`src/rtl/dbus_arbiter.sv`:
```
// Two-requester round-robin arbiter driving a pipelined AHB-Lite master port.
// One data phase outstanding at a time; completions are routed back to the issuing requester.
module dbus_arbiter #(
  parameter int AW = 32,
  parameter int DW = 32
) (
  input  logic          clk,
  input  logic          rst,
  input  logic          m0_req,
  input  logic          m0_write,
  input  logic [2:0]    m0_size,
  input  logic [AW-1:0] m0_addr,
  input  logic [DW-1:0] m0_wdata,
  output logic          m0_gnt,
  output logic          m0_rsp_vld,
  output logic          m0_rsp_err,
  output logic [DW-1:0] m0_rdata,
  input  logic          m1_req,
  input  logic          m1_write,
  input  logic [2:0]    m1_size,
  input  logic [AW-1:0] m1_addr,
  input  logic [DW-1:0] m1_wdata,
  output logic          m1_gnt,
  output logic          m1_rsp_vld,
  output logic          m1_rsp_err,
  output logic [DW-1:0] m1_rdata,
  output logic          dbus_hwrite,
  output logic [2:0]    dbus_hsize,
  output logic [2:0]    dbus_hburst,
  output logic [3:0]    dbus_hport,
  output logic [1:0]    dbus_htrans,
  output logic          dbus_hmastlock,
  output logic [AW-1:0] dbus_haddr,
  output logic [DW-1:0] dbus_hwdata,
  input  logic          dbus_hready,
  input  logic          dbus_hresp,
  input  logic [DW-1:0] dbus_hrdata
);

  typedef enum logic {M0 = 1'b0, M1 = 1'b1} req_id_t;

  req_id_t       lg;
  req_id_t       dp_owner;
  req_id_t       sel;
  logic          dp_vld;
  logic [DW-1:0] hwdata_q;
  logic          blocked;
  logic          issue;
  logic          accept;
  logic          complete;

  always_comb begin
    sel = M0;
    if (m0_req && m1_req)
      sel = (lg == M0) ? M1 : M0;
    else if (m1_req)
      sel = M1;
  end

  // First cycle of an ERROR response must be followed by IDLE on the address bus.
  assign blocked  = dbus_hresp && !dbus_hready;
  assign issue    = (m0_req || m1_req) && !blocked && !rst;
  assign accept   = issue && dbus_hready;
  assign complete = dp_vld && dbus_hready && !rst;

  assign m0_gnt = accept && (sel == M0);
  assign m1_gnt = accept && (sel == M1);

  always_comb begin
    dbus_htrans = 2'b00;
    dbus_hwrite = 1'b0;
    dbus_hsize  = 3'b010;
    dbus_haddr  = '0;
    if (issue) begin
      dbus_htrans = 2'b10;
      dbus_hwrite = (sel == M1) ? m1_write : m0_write;
      dbus_hsize  = (sel == M1) ? m1_size  : m0_size;
      dbus_haddr  = (sel == M1) ? m1_addr  : m0_addr;
    end
  end

  assign dbus_hburst    = 3'b000;
  assign dbus_hmastlock = 1'b0;
  assign dbus_hport     = 4'b0001;
  assign dbus_hwdata    = hwdata_q;

  assign m0_rsp_vld = complete && (dp_owner == M0);
  assign m1_rsp_vld = complete && (dp_owner == M1);
  assign m0_rsp_err = m0_rsp_vld && dbus_hresp;
  assign m1_rsp_err = m1_rsp_vld && dbus_hresp;
  assign m0_rdata   = m0_rsp_vld ? dbus_hrdata : '0;
  assign m1_rdata   = m1_rsp_vld ? dbus_hrdata : '0;

  // lg resets to M1 so that m0 wins the first tie; a wait state freezes everything.
  always_ff @(posedge clk) begin
    if (rst) begin
      dp_vld   <= 1'b0;
      dp_owner <= M0;
      lg       <= M1;
      hwdata_q <= '0;
    end else if (dbus_hready) begin
      if (accept) begin
        dp_vld   <= 1'b1;
        dp_owner <= sel;
        lg       <= sel;
        hwdata_q <= (sel == M1) ? m1_wdata : m0_wdata;
      end else begin
        dp_vld <= 1'b0;
      end
    end
  end

endmodule

```
`config.mk`:
```
export PLATFORM = sky130hd
export DESIGN_NAME = dbus_arbiter
export DESIGN_NICKNAME = d
export VERILOG_FILES = /design/src/rtl/dbus_arbiter.sv
export SDC_FILE = /design/constraint.sdc
export NUM_CORES = 1
export LEC_CHECK = 0
export CAP_MARGIN = 25
export CORE_AREA = 3 3 126 128
export DETAILED_ROUTE_END_ITERATION = 12
export DIE_AREA = 0 0 129 131
export PLACE_DENSITY = 0.72
export SYNTH_ARGS = -nofsm -noshare
export SYNTH_HDL_FRONTEND = slang
export SYNTH_SLANG_ARGS = --single-unit
```
`constraint.sdc`:
```
create_clock -name clk -period 1.1 [get_ports clk]
set_input_delay 0.11 -clock clk [delete_from_list [all_inputs] [get_ports clk]]
set_output_delay 0.11 -clock clk [all_outputs]
set_load 0.02 [all_outputs]
```
# Yosys cells after proc, flatten, opt, wreduce, memory -nomap -nowiden
# Cells that the tools add are included.
word_totals:
  register_bits: 35
  inputBits: 174
op_classes:
  mux: 14
  bitwise: 2
  reduce_logical: 18
ops:
  columns: ["cell", "n"]
  rows:
  - ["$mux 32", 5]
  - ["$logic_and 1x1->1", 13]
  - ["$mux 1", 6]
  - ["$mux 3", 2]
  - ["$logic_not 1->1", 3]
  - ["$mux 2", 1]
  - ["$not 1->1", 2]
  - ["$reduce_and 2->1", 1]
  - ["$logic_or 1x1->1", 1]

# Logic depth before layout (Yosys ltp)
# Gate-level depths: netlist of the first run.
logic_depth:
  depth_word: 7
  mapped_depth: 6
  ltp_nobuf: 4

# Least setup slack after synthesis of the first run
# No wires, ideal clock.
synth_timing:
  path_type: "reg-to-output"
  startpoint: "register dp_owner"
  endpoint: "output port m1_rdata[22]"
  arrival_time_ps: 1154
  setup_slack_ps: -164
  path_stages_with_launch: 5
  path_buffers: 1
  cell_sequence: "dfxtp_1 inv_1 nor3_4 buf_2 and2_1"
synth_between:
  elab_chain_cells: 2
synth_rtl:
  columns: ["element", "line_no", "source"]
  rows:
  - ["start, declared", "43", "req_id_t dp_owner;"]
  - ["start signal, assigned", "104", "dp_owner <= sel;"]
  - ["$logic_and 1x1->1", "88", "assign m1_rsp_vld = complete && (dp_owner == M1);"]
  - ["named net m1_rsp_vld", "24", "output logic m1_rsp_vld,"]
  - ["$mux 32", "92", "assign m1_rdata = m1_rsp_vld ? dbus_hrdata : '0;"]
  - ["end, declared", "26", "output logic [DW-1:0] m1_rdata,"]
# The timed path passes the listed nets, and every way through them passes these cells.

# Final worst setup path of the first run
layout_timing:
  startpoint: "register lg"
  endpoint: "output port dbus_haddr[6]"
layout_between:
  elab_chain_cells: 4
layout_rtl:
  columns: ["element", "line_no", "source"]
  rows:
  - ["start, declared", "42", "req_id_t lg;"]
  - ["start signal, assigned", "105", "lg <= sel;"]
  - ["$mux 1", "55", "sel = (lg == M0) ? M1 : M0;"]
  - ["$mux 1", "54", "if (m0_req && m1_req)"]
  - ["$mux 32", "78", "dbus_haddr = (sel == M1) ? m1_addr : m0_addr;"]
  - ["$mux 32", "74", "if (issue) begin"]
  - ["end, declared", "33", "output logic [AW-1:0] dbus_haddr,"]
# Every way passes these cells.

==> flow_metrics.env, run 1 <==
export IMPL_ant_nets=0
export IMPL_clkLatencyLatePin_ns=0.28
export IMPL_hold_violations=0
export IMPL_worst_pin_slew_ns=0.524
export IMPL_final_cells=940
export IMPL_setup_viol=140
export IMPL_cts_tree="done"
export IMPL_vias=4225
export IMPL_htreeDepth=2
export IMPL_grt_pass1_vias=4053
export IMPL_place_inst=895
export IMPL_rr_startpoint="lg"
export IMPL_clock_skew_final_ns=0.00338
export IMPL_synth_area_leaders="dfxtp_1 (22%), and2_1 (13%), nand2_1 (11%)"
export IMPL_synth_area_leader_cell="dfxtp_1"
export IMPL_hold_path_class="input port to flip-flop"
export IMPL_cellLeakagePower_nw=3.37
export IMPL_cts_buffers=5
export IMPL_gp_congestion=0.743
export IMPL_diodes=0
export IMPL_drive_gt1_frac=0.540
export IMPL_slew_headroom=0.651
export IMPL_clk_pin_slew_ns=0.06
export IMPL_cts_root_buf="clkbuf_16"
export IMPL_grt_first_pass_wirelength_microns=23200
export IMPL_portBuffers=312
export IMPL_fmax_ghz=0.627
export IMPL_maxCapViolCount=0
export IMPL_setup_ws_ns=-0.495
export IMPL_power_density_nw_per_um2=727
export IMPL_slew_viol_final=0
export IMPL_io_pins=322
export IMPL_die_w_microns=129
export IMPL_routed_wl_microns=17500
export IMPL_final_common_cell="clkdlybuf4s50_1"
export IMPL_cts_sinks=35
export IMPL_rows=45
export IMPL_hold_buffers=0
export IMPL_core_sq_um=15000
export IMPL_clock_path_buffers=2
export IMPL_period_needed_ns=1.60
export IMPL_grt_max_degree=34
export IMPL_max_stage_delay_ns=0.36
export IMPL_worstPathCellList="a21bo_4 > buf_12 > buf_16 > nand2_1 > a21oi_4 > buf_4"
export IMPL_post_dp_hpwl_microns=12100
export IMPL_max_vdd_ir_drop_mv=0.489
export IMPL_die_h_microns=131
export IMPL_cp_required_ns=0.99
export IMPL_path_delay_family="buffers and inverters"
export IMPL_via_per_inst=4.49
export IMPL_crit_slowest_cell="dfxtp_4"
export IMPL_overflow=0
export IMPL_drc=0
export IMPL_period_share=1.45
export IMPL_cp_data_arrival_time_ns=1.49
export IMPL_rrSetupSlack_ns=-0.39
export IMPL_crit_buf_inv=3
export IMPL_dr_first_iter_drc_count=102
export IMPL_drtPass1Iterations=4
export IMPL_netlist_area_sq_um=3130
export IMPL_synth_top_cell_area_share=0.224
export IMPL_hold_depth=3
export IMPL_end_kind="primary output"
export IMPL_start_util=0.209
export IMPL_synth_seq_area_share=0.224
export IMPL_critPathKind="flip-flop to primary output"
export IMPL_die_area_sq_um=16900
export IMPL_cp_max_fo=13
export IMPL_status="finished with violations"
export IMPL_syn_to_final_growth_pct=162
export IMPL_ys_seq_elements=35
export IMPL_reg2reg_depth=8
export IMPL_avgSynthCellArea_sq_um=7.71
export IMPL_reg2reg_to="dbus_hwdata[7]"
export IMPL_wl_per_cell_microns=18.6
export IMPL_antenna_found_initial=0
export IMPL_ys_types=29
export IMPL_cp_start_kind="flip-flop"
export IMPL_yosysWarningCount=0
export IMPL_holdPathEnd="dp_owner"
export IMPL_violations="negative setup slack"
export IMPL_rsz0062_at_grt="true"
export IMPL_grt_usage=0.178
export IMPL_mostFrequentLayoutCells="clkdlybuf4s50_1 (168), buf_6 (88), buf_4 (56)"
export IMPL_fin_nets=925
export IMPL_hold_path_startpoint="rst"
export IMPL_synthCells=406
export IMPL_setup_tns_ns=-55.37
## cell type report
class | instances | area (sq um)
fillers | 1378 | 6780
repair buffers | 379 | 4100
multi-input cells | 326 | 2970
flip-flops and latches | 35 | 709
well taps | 188 | 235
clock buffers | 8 | 156
inverters | 4 | 25.0
## worst max path at each step
stage,start,endpoint,slack [ns],cells past startpoint
finish,lg,dbus_haddr[6],-0.50,6
global route,lg,dbus_haddr[8],-0.55,6
CTS,lg,dbus_haddr[23],-0.55,6
detailed placement,m0_req,dbus_haddr[7],-1.12,6
global placement,m0_req,dbus_haddr[7],-1.10,6
floorplan,lg,dbus_haddr[14],-0.07,5
## flip-flops by register name, summed over array words and instances, names as in the netlist
name,cells
lg,1
dbus_hwdata,32
dp_vld,1
dp_owner,1
## cells by family (layout without fill, tap and decap cells)
family                 after synthesis  in the layout  synth area share
AND/OR/NAND/NOR                    209            209             0.350
AO/OA/AOI/OAI                      108            108             0.318
buffers and inverters               52            391             0.106
flip-flops                          35             35             0.224
other                                2              9           0.00240
## power by group
part	total (W)	internal [W]	switching, W	leakage, nW
sequential	0.00146	0.00139	0.0000631	0.293
clock	0.00151	0.000965	0.000547	0.0772
combinational	0.00300	0.00159	0.00140	3.00
## Yosys cell counts
cell,n
buf_4,12
nand2_1,94
a211o_1,1
nand2_2,11
a22oi_1,4
a21boi_4,1
nand3_1,2
and2_1,66
clkbuf_1,6
a21bo_1,1
buf_6,7
nand2b_4,1
a211oi_1,32
inv_2,1
nand2b_1,32
o21ba_1,1
dfxtp_1,35
a21o_1,1
conb_1,2
a22oi_2,28
o21bai_4,1
inv_1,3
a21oi_2,30
buf_2,22
a21oi_1,6
o21ai_0,2
nor2_1,1
nor3_4,2
buf_8,1
## worst register-to-register path, delay by kind of cell (launching register included)
family / cells / cell delay (ns)
buffers and inverters: 5 / 0.65
DFF: 1 / 0.37
AOI/OAI and AO/OA: 3 / 0.35
## layer usage
metal | GRT usage | part of all wire | wire length [microns] | vias to the layer above
met2 | 0.358 | 0.56 | 9850 | 221
met3 | 0.0427 | 0.080 | 1400 | 16
li1 | - | - | - | 2030
met1 | 0.187 | 0.34 | 5960 | 1958
met5 | 0 | 0 | 0 | -
met4 | 0.0346 | 0.015 | 257 | 0
## per-stage QoR
| step | instance area (sq um) | hold slack, ns | setup WS, ns | util | power, W |
|---|---|---|---|---|---|
| CTS | 7450 | 0.239 | -0.551 | 0.498 | 0.00568 |
| global placement | 6930 | 0.483 | -1.10 | 0.463 | 0.00401 |
| floorplan | 3610 | 0.215 | -0.0731 | - | 0.00273 |
| finish | 8200 | 0.216 | -0.495 | 0.547 | 0.00596 |
| global route | 8200 | 0.246 | -0.549 | 0.547 | 0.00625 |
| detailed placement | 6930 | 0.489 | -1.12 | 0.463 | 0.00403 |
## timing repair
item	4_1_cts	5_1_grt
gates cloned	8	7
resized for setup	659	173
pin swaps	12	46
setup buffers	10	18
hold endpoints to repair	0	0
setup endpoints to repair	174	151
Note: power is estimated with default switching activity, not from simulation.
==> run 2, diff against run 1 <==
--- a/config.mk
+++ b/config.mk
@@ -10,6 +10,7 @@
 export DETAILED_ROUTE_END_ITERATION = 12
 export DIE_AREA = 0 0 129 131
 export PLACE_DENSITY = 0.72
+export SKIP_CTS_REPAIR_TIMING = 1
 export SYNTH_ARGS = -nofsm -noshare
 export SYNTH_HDL_FRONTEND = slang
 export SYNTH_SLANG_ARGS = --single-unit
==> run 2 against run 1 <==
  * The flow still finishes with violations (negative setup slack)
  * Sequential cell count did not move
  * Routed wire length decreased by 6.4%
  * Maximum frequency shrank 1.5%
  * Highest routed layer unchanged
==> flow_metrics.env, run 2 (synthesized netlist as in run 1, its figures left out) <==
export IMPL_setup_ws_ns=-0.519
export IMPL_final_common_cell="clkdlybuf4s50_1"
export IMPL_wl_per_cell_microns=17.8
export IMPL_largest_register_ffs=32
export IMPL_hold_violations=0
export IMPL_die_w_microns=129
export IMPL_power_w=0.00566
export IMPL_slew_viol_final=0
export IMPL_grt_first_pass_wirelength_microns=21200
export IMPL_via_per_inst=4.49
export IMPL_worst_pin_slew_ns=0.545
export IMPL_grt_pass1_vias=3818
export IMPL_power_density_nw_per_um2=753
export IMPL_ant_nets=0
export IMPL_grt_max_degree=35
export IMPL_period_needed_ns=1.62
export IMPL_fmax_ghz=0.618
export IMPL_rows=45
export IMPL_die_area_sq_um=16900
export IMPL_mostFrequentLayoutCells="clkdlybuf4s50_1 (168), buf_6 (68), nand2_1 (62)"
export IMPL_clk_pin_slew_ns=0.05
export IMPL_maxCapViolCount=0
export IMPL_worst_hold_slack_ns=0.206
export IMPL_cp_data_arrival_time_ns=1.51
export IMPL_slew_headroom=0.637
export IMPL_setup_viol=140
export IMPL_end_kind="primary output"
export IMPL_antenna_found_initial=0
export IMPL_cellLeakagePower_nw=3.45
export IMPL_cts_tree="done"
export IMPL_syn_to_final_growth_pct=140
export IMPL_drtPass1Iterations=4
export IMPL_routed_wl_microns=16300
export IMPL_max_vdd_ir_drop_mv=0.436
export IMPL_setup_tns_ns=-49.76
export IMPL_die_h_microns=131
export IMPL_clkLatencyLatePin_ns=0.28
export IMPL_htreeDepth=2
export IMPL_start_util=0.209
export IMPL_cp_max_fo=11
export IMPL_clock_skew_final_ns=0.00447
export IMPL_io_pins=322
export IMPL_drc=0
export IMPL_fin_nets=901
export IMPL_portBuffers=312
export IMPL_overflow=0
export IMPL_period_share=1.47
export IMPL_diodes=0
export IMPL_cp_required_ns=0.99
export IMPL_critPathKind="flip-flop to primary output"
export IMPL_rsz0062_at_grt="true"
export IMPL_clock_path_buffers=2
export IMPL_core_sq_um=15000
export IMPL_cts_sinks=35
export IMPL_grt_usage=0.160
export IMPL_post_dp_hpwl_microns=12100
export IMPL_violations="negative setup slack"
export IMPL_cts_root_buf="clkbuf_16"
export IMPL_hold_path_class="input port to flip-flop"
export IMPL_drive_gt1_frac=0.467
export IMPL_gp_congestion=0.743
export IMPL_cts_buffers=5
export IMPL_status="finished with violations"
export IMPL_vias=4109
export IMPL_dr_first_iter_drc_count=110
export IMPL_cp_start_kind="flip-flop"
export IMPL_final_util=0.502
-- run 2: changes by cell type in the layout (fill, tap and decap cells not counted), moves of 7 or more --
cell / previous run / this run
a211oi_1: 1 / 16
a211oi_4: 11 / 2
buf_4: 56 / 33
buf_6: 88 / 68
clkbuf_2: 1 / 31
clkdlybuf4s15_1: 10 / 0
dlygate4sd2_1: 21 / 0
dlymetal6s2s_1: 0 / 33
nand2_1: 41 / 62
nand2_2: 49 / 42
nand2_4: 15 / 1
-- run 2: per-stage QoR --
stage | worst slack [ns] | std cells | cell area [sq um]
2_1_floorplan | -0.0731 | 413 | 3610
3_3_place_gp | -1.10 | 895 | 6930
3_5_place_dp | -1.12 | 895 | 6930
4_1_cts | -1.14 | 903 | 7080
5_1_grt | -0.570 | 916 | 7520
6_report | -0.519 | 916 | 7520
-- run 2: final timing paths --
path / end / start / slack, ns / depth (start not counted)
max: dbus_haddr[13] / lg / -0.52 / 6
min reg2reg: dbus_hwdata[2] / dbus_hwdata[2] / 0.50 / 2
max reg2reg: dbus_hwdata[11] / lg / -0.29 / 6
min: dp_vld / rst / 0.21 / 3
-- run 2: final cells by class --
| type | instances | area, sq um |
|---|---|---|
| inverter | 4 | 25.0 |
| tap | 188 | 235 |
| timing repair buffer | 355 | 3710 |
| multi-input combinational | 326 | 2680 |
| clock buffer | 8 | 156 |
| fill | 1441 | 7460 |
| sequential | 35 | 707 |
-- run 2: layer usage --
metal  vias up  routed length [microns]  track usage
met5         -                        0            0
met4         0                      186       0.0321
met3        12                     1410       0.0407
met2       209                     8920        0.304
met1      1900                     5820        0.179
li1       1988                        -            -
-- run 2: worst max-delay path: stages, from the launching register on --
cell and delay [ns]:
dfxtp_2 0.34, a21boi_4 0.20, buf_12 0.15, buf_12 0.15
nand2_2 0.10, a21oi_4 0.16, buf_6 0.13
-- run 2: where the power goes --
group          internal (W)  leakage (nW)  switching (W)  total, W
Sequential          0.00140         0.292      0.0000614   0.00146
Clock              0.000965        0.0772       0.000543   0.00151
Combinational       0.00143          3.08        0.00126   0.00269
==> run 3, diff against run 2 <==
--- a/config.mk
+++ b/config.mk
@@ -5,11 +5,12 @@
 export SDC_FILE = /design/constraint.sdc
 export NUM_CORES = 1
 export LEC_CHECK = 0
+export ABC_AREA = 1
 export CAP_MARGIN = 25
-export CORE_AREA = 3 3 126 128
+export CORE_AREA = 2 2 124 126
 export DETAILED_ROUTE_END_ITERATION = 12
-export DIE_AREA = 0 0 129 131
-export PLACE_DENSITY = 0.72
+export DIE_AREA = 0 0 126 128
+export PLACE_DENSITY = 0.68
 export SKIP_CTS_REPAIR_TIMING = 1
 export SYNTH_ARGS = -nofsm -noshare
 export SYNTH_HDL_FRONTEND = slang
==> constraint.sdc (replaced) <==
create_clock -name clk -period 2 [get_ports clk]
set_input_delay 0.2 -clock clk [delete_from_list [all_inputs] [get_ports clk]]
set_output_delay 0.2 -clock clk [all_outputs]
set_load 0.02 [all_outputs]
==> run 3 against run 2 <==
  * Global-route usage decreased by 0.22 points
  * The run now ends clean
  * Critical path type is now input port to primary output
  * Non-clock buffer count decreased by 22
  * Clock skew decreased by 0.0017 ns
  * Critical path depth increased by 1
  * Routed wire length decreased by 13%
  * Cell count increased by 9.2%
  * Register-to-register slack improved by 0.89 ns
  * Sequential cell count unchanged
==> flow_metrics.env, run 3 <==
export IMPL_gp_congestion=0.825
export IMPL_cellLeakagePower_nw=4.80
export IMPL_seq_power_share=0.278
export IMPL_die_h_microns=128
export IMPL_p_comb_frac=0.399
export IMPL_syn_to_final_growth_pct=131
export IMPL_netlist_area_sq_um=2870
export IMPL_critPathKind="input port to primary output"
export IMPL_synthCells=512
export IMPL_fin_nets=985
export IMPL_dpl_cell_area_sq_um=6180
export IMPL_cp_data_arrival_time_ns=1.66
export IMPL_die_w_microns=126
export IMPL_core_sq_um=14900
export IMPL_vias=4165
export IMPL_mostFrequentLayoutCells="nand2_1 (205), clkdlybuf4s50_1 (204), dlymetal6s2s_1 (108)"
export IMPL_place_inst=992
export IMPL_final_common_cell="nand2_1"
export IMPL_rows=45
export IMPL_rsz0062_at_grt="false"
export IMPL_cts_sinks=35
export IMPL_crit_slowest_cell="clkdlybuf4s50_1"
export IMPL_cp_required_ns=1.80
export IMPL_setup_viol=0
export IMPL_post_dp_hpwl_microns=11000
export IMPL_portBuffers=312
export IMPL_ant_nets=0
export IMPL_wl_per_cell_microns=14.2
export IMPL_synth_ff_type="dfxtp_1"
export IMPL_maxCapViolCount=0
export IMPL_clk_pin_slew_ns=0.05
export IMPL_final_cell_area_sq_um=6630
export IMPL_grt_usage=0.158
export IMPL_largest_register_ffs=32
export IMPL_setup_tns_ns=0
export IMPL_worstPathCellList="clkdlybuf4s50_1 > nand2_2 > nand2_4 > buf_12 > nand2_1 > a21oi_1 > dlymetal6s2s_1"
export IMPL_yosysMostFrequentCell="nand2_1"
export IMPL_yosysWarningCount=0
export IMPL_cp_start_kind="input port"
export IMPL_drive_gt1_frac=0.0517
export IMPL_netSwitchingFraction=0.300
export IMPL_synth_seq_area_share=0.244
export IMPL_start_util=0.193
export IMPL_cts_root_buf="clkbuf_16"
export IMPL_dr_first_iter_drc_count=179
export IMPL_status="completed"
export IMPL_synth_common_cells="nand2_1 (205), nor2_1 (68), nand3_1 (67)"
export IMPL_p_int_w=0.00197
export IMPL_hold_violations=0
export IMPL_clkLatencyLatePin_ns=0.27
export IMPL_max_stage_delay_ns=0.49
export IMPL_synthArstFlopShare=0
export IMPL_routed_wl_microns=14200
export IMPL_cp_max_fo=42
export IMPL_grt_pass1_vias=3719
export IMPL_diodes=0
export IMPL_drc=0
export IMPL_htreeDepth=2
export IMPL_synth_top_cell_area_share=0.268
export IMPL_n_fill_cell=1505
export IMPL_synth_edf_count=0
export IMPL_clock_skew_final_ns=0.00279
export IMPL_max_vdd_ir_drop_mv=0.335
export IMPL_clockPowerShare=0.323
export IMPL_switching_power_w=0.000846
export IMPL_die_area_sq_um=16100
export IMPL_grt_max_degree=43
export IMPL_hold_path_class="flip-flop to flip-flop"
export IMPL_fmax_ghz=0.538
export IMPL_clock_path_buffers=2
export IMPL_end_kind="primary output"
export IMPL_grt_first_pass_wirelength_microns=20400
export IMPL_synth_area_leader_cell="nand2_1"
export IMPL_power_density_nw_per_um2=425
export IMPL_via_per_inst=4.17
export IMPL_slew_viol_final=0
export IMPL_power_w=0.00282
export IMPL_ys_types=18
export IMPL_drtPass1Iterations=5
export IMPL_overflow=0
export IMPL_avgSynthCellArea_sq_um=5.60
export IMPL_ys_seq_elements=35
export IMPL_synth_area_leaders="nand2_1 (27%), dfxtp_1 (24%), nand3_1 (12%)"
export IMPL_period_share=0.929
export IMPL_antenna_found_initial=0
export IMPL_period_needed_ns=1.86
export IMPL_cts_tree="done"
export IMPL_io_pins=322
export IMPL_final_cells=1000
export IMPL_cts_buffers=5
run 3: changes by cell type after synthesis, sizes merged, moves of 32 or more:
cell    previous run  this run
and2              66         0
inv                4        41
nand2            105       209
a22oi             32         0
nand3              2        68
nor2               1        69
a211oi            32         0
nand2b            33         0
run 3: per-layer routing:
layer  vias up  track usage  part of all wire
li1       2148            -                 -
met1      1792        0.205              0.42
met2       205        0.265              0.48
met3        20       0.0355             0.083
met4         0       0.0407             0.021
met5         -            0                 0
run 3: power by group through the flow:
| stage | Combinational [W] | Sequential (W) | Clock [W] |
|---|---|---|---|
| 2_1_floorplan | 0.000446 | 0.000855 | 0 |
| 3_3_place_gp | 0.00114 | 0.000794 | 0 |
| 3_5_place_dp | 0.00114 | 0.000796 | 0 |
| 4_1_cts | 0.00114 | 0.000783 | 0.000934 |
| 5_1_grt | 0.00122 | 0.000789 | 0.000961 |
| 6_report | 0.00112 | 0.000783 | 0.000910 |
run 3: cells by family after synthesis:
group                  share of synthesized area
AO/OA/AOI/OAI                             0.0703
buffers and inverters                      0.166
AND/OR/NAND/NOR                            0.516
flip-flops                                 0.244
other                                    0.00262
run 3: path summary, 6_finish.rpt:
check,start,endpoint,slack (ns),cells after the start
setup / recovery,m0_req,dbus_haddr[24],0.14,7
hold / removal,dbus_hwdata[24],dbus_hwdata[24],0.47,2
setup reg to reg,lg,dbus_hwdata[28],0.60,8
hold reg to reg,dbus_hwdata[24],dbus_hwdata[24],0.47,2
run 3: final cells by class:
type                    count  area [sq um]  share of cell area
flip-flops and latches     35           701               0.106
repair buffers            333          3640               0.549
clock inverters             2          35.0             0.00529
multi-input cells         394          1720               0.259
well taps                 188           235              0.0355
clock buffers               6           139              0.0210
inverters                  42           160              0.0242
run 3: through the flow:
step | hold WS (ns) | setup slack (ns) | utilization
after floorplan | 0.384 | 0.621 | -
after global placement | 0.457 | -0.348 | 0.416
after detailed placement | 0.462 | -0.323 | 0.416
after CTS | 0.472 | -0.326 | 0.427
after global routing | 0.485 | 0.0113 | 0.446
final | 0.467 | 0.141 | 0.446
run 3: critical path, delay by kind of cell:
family	cells	cell delay (ns)
buffers and inverters	3	0.98
and+or+nand+nor	3	0.23
AOI/OAI and AO/OA	1	0.22
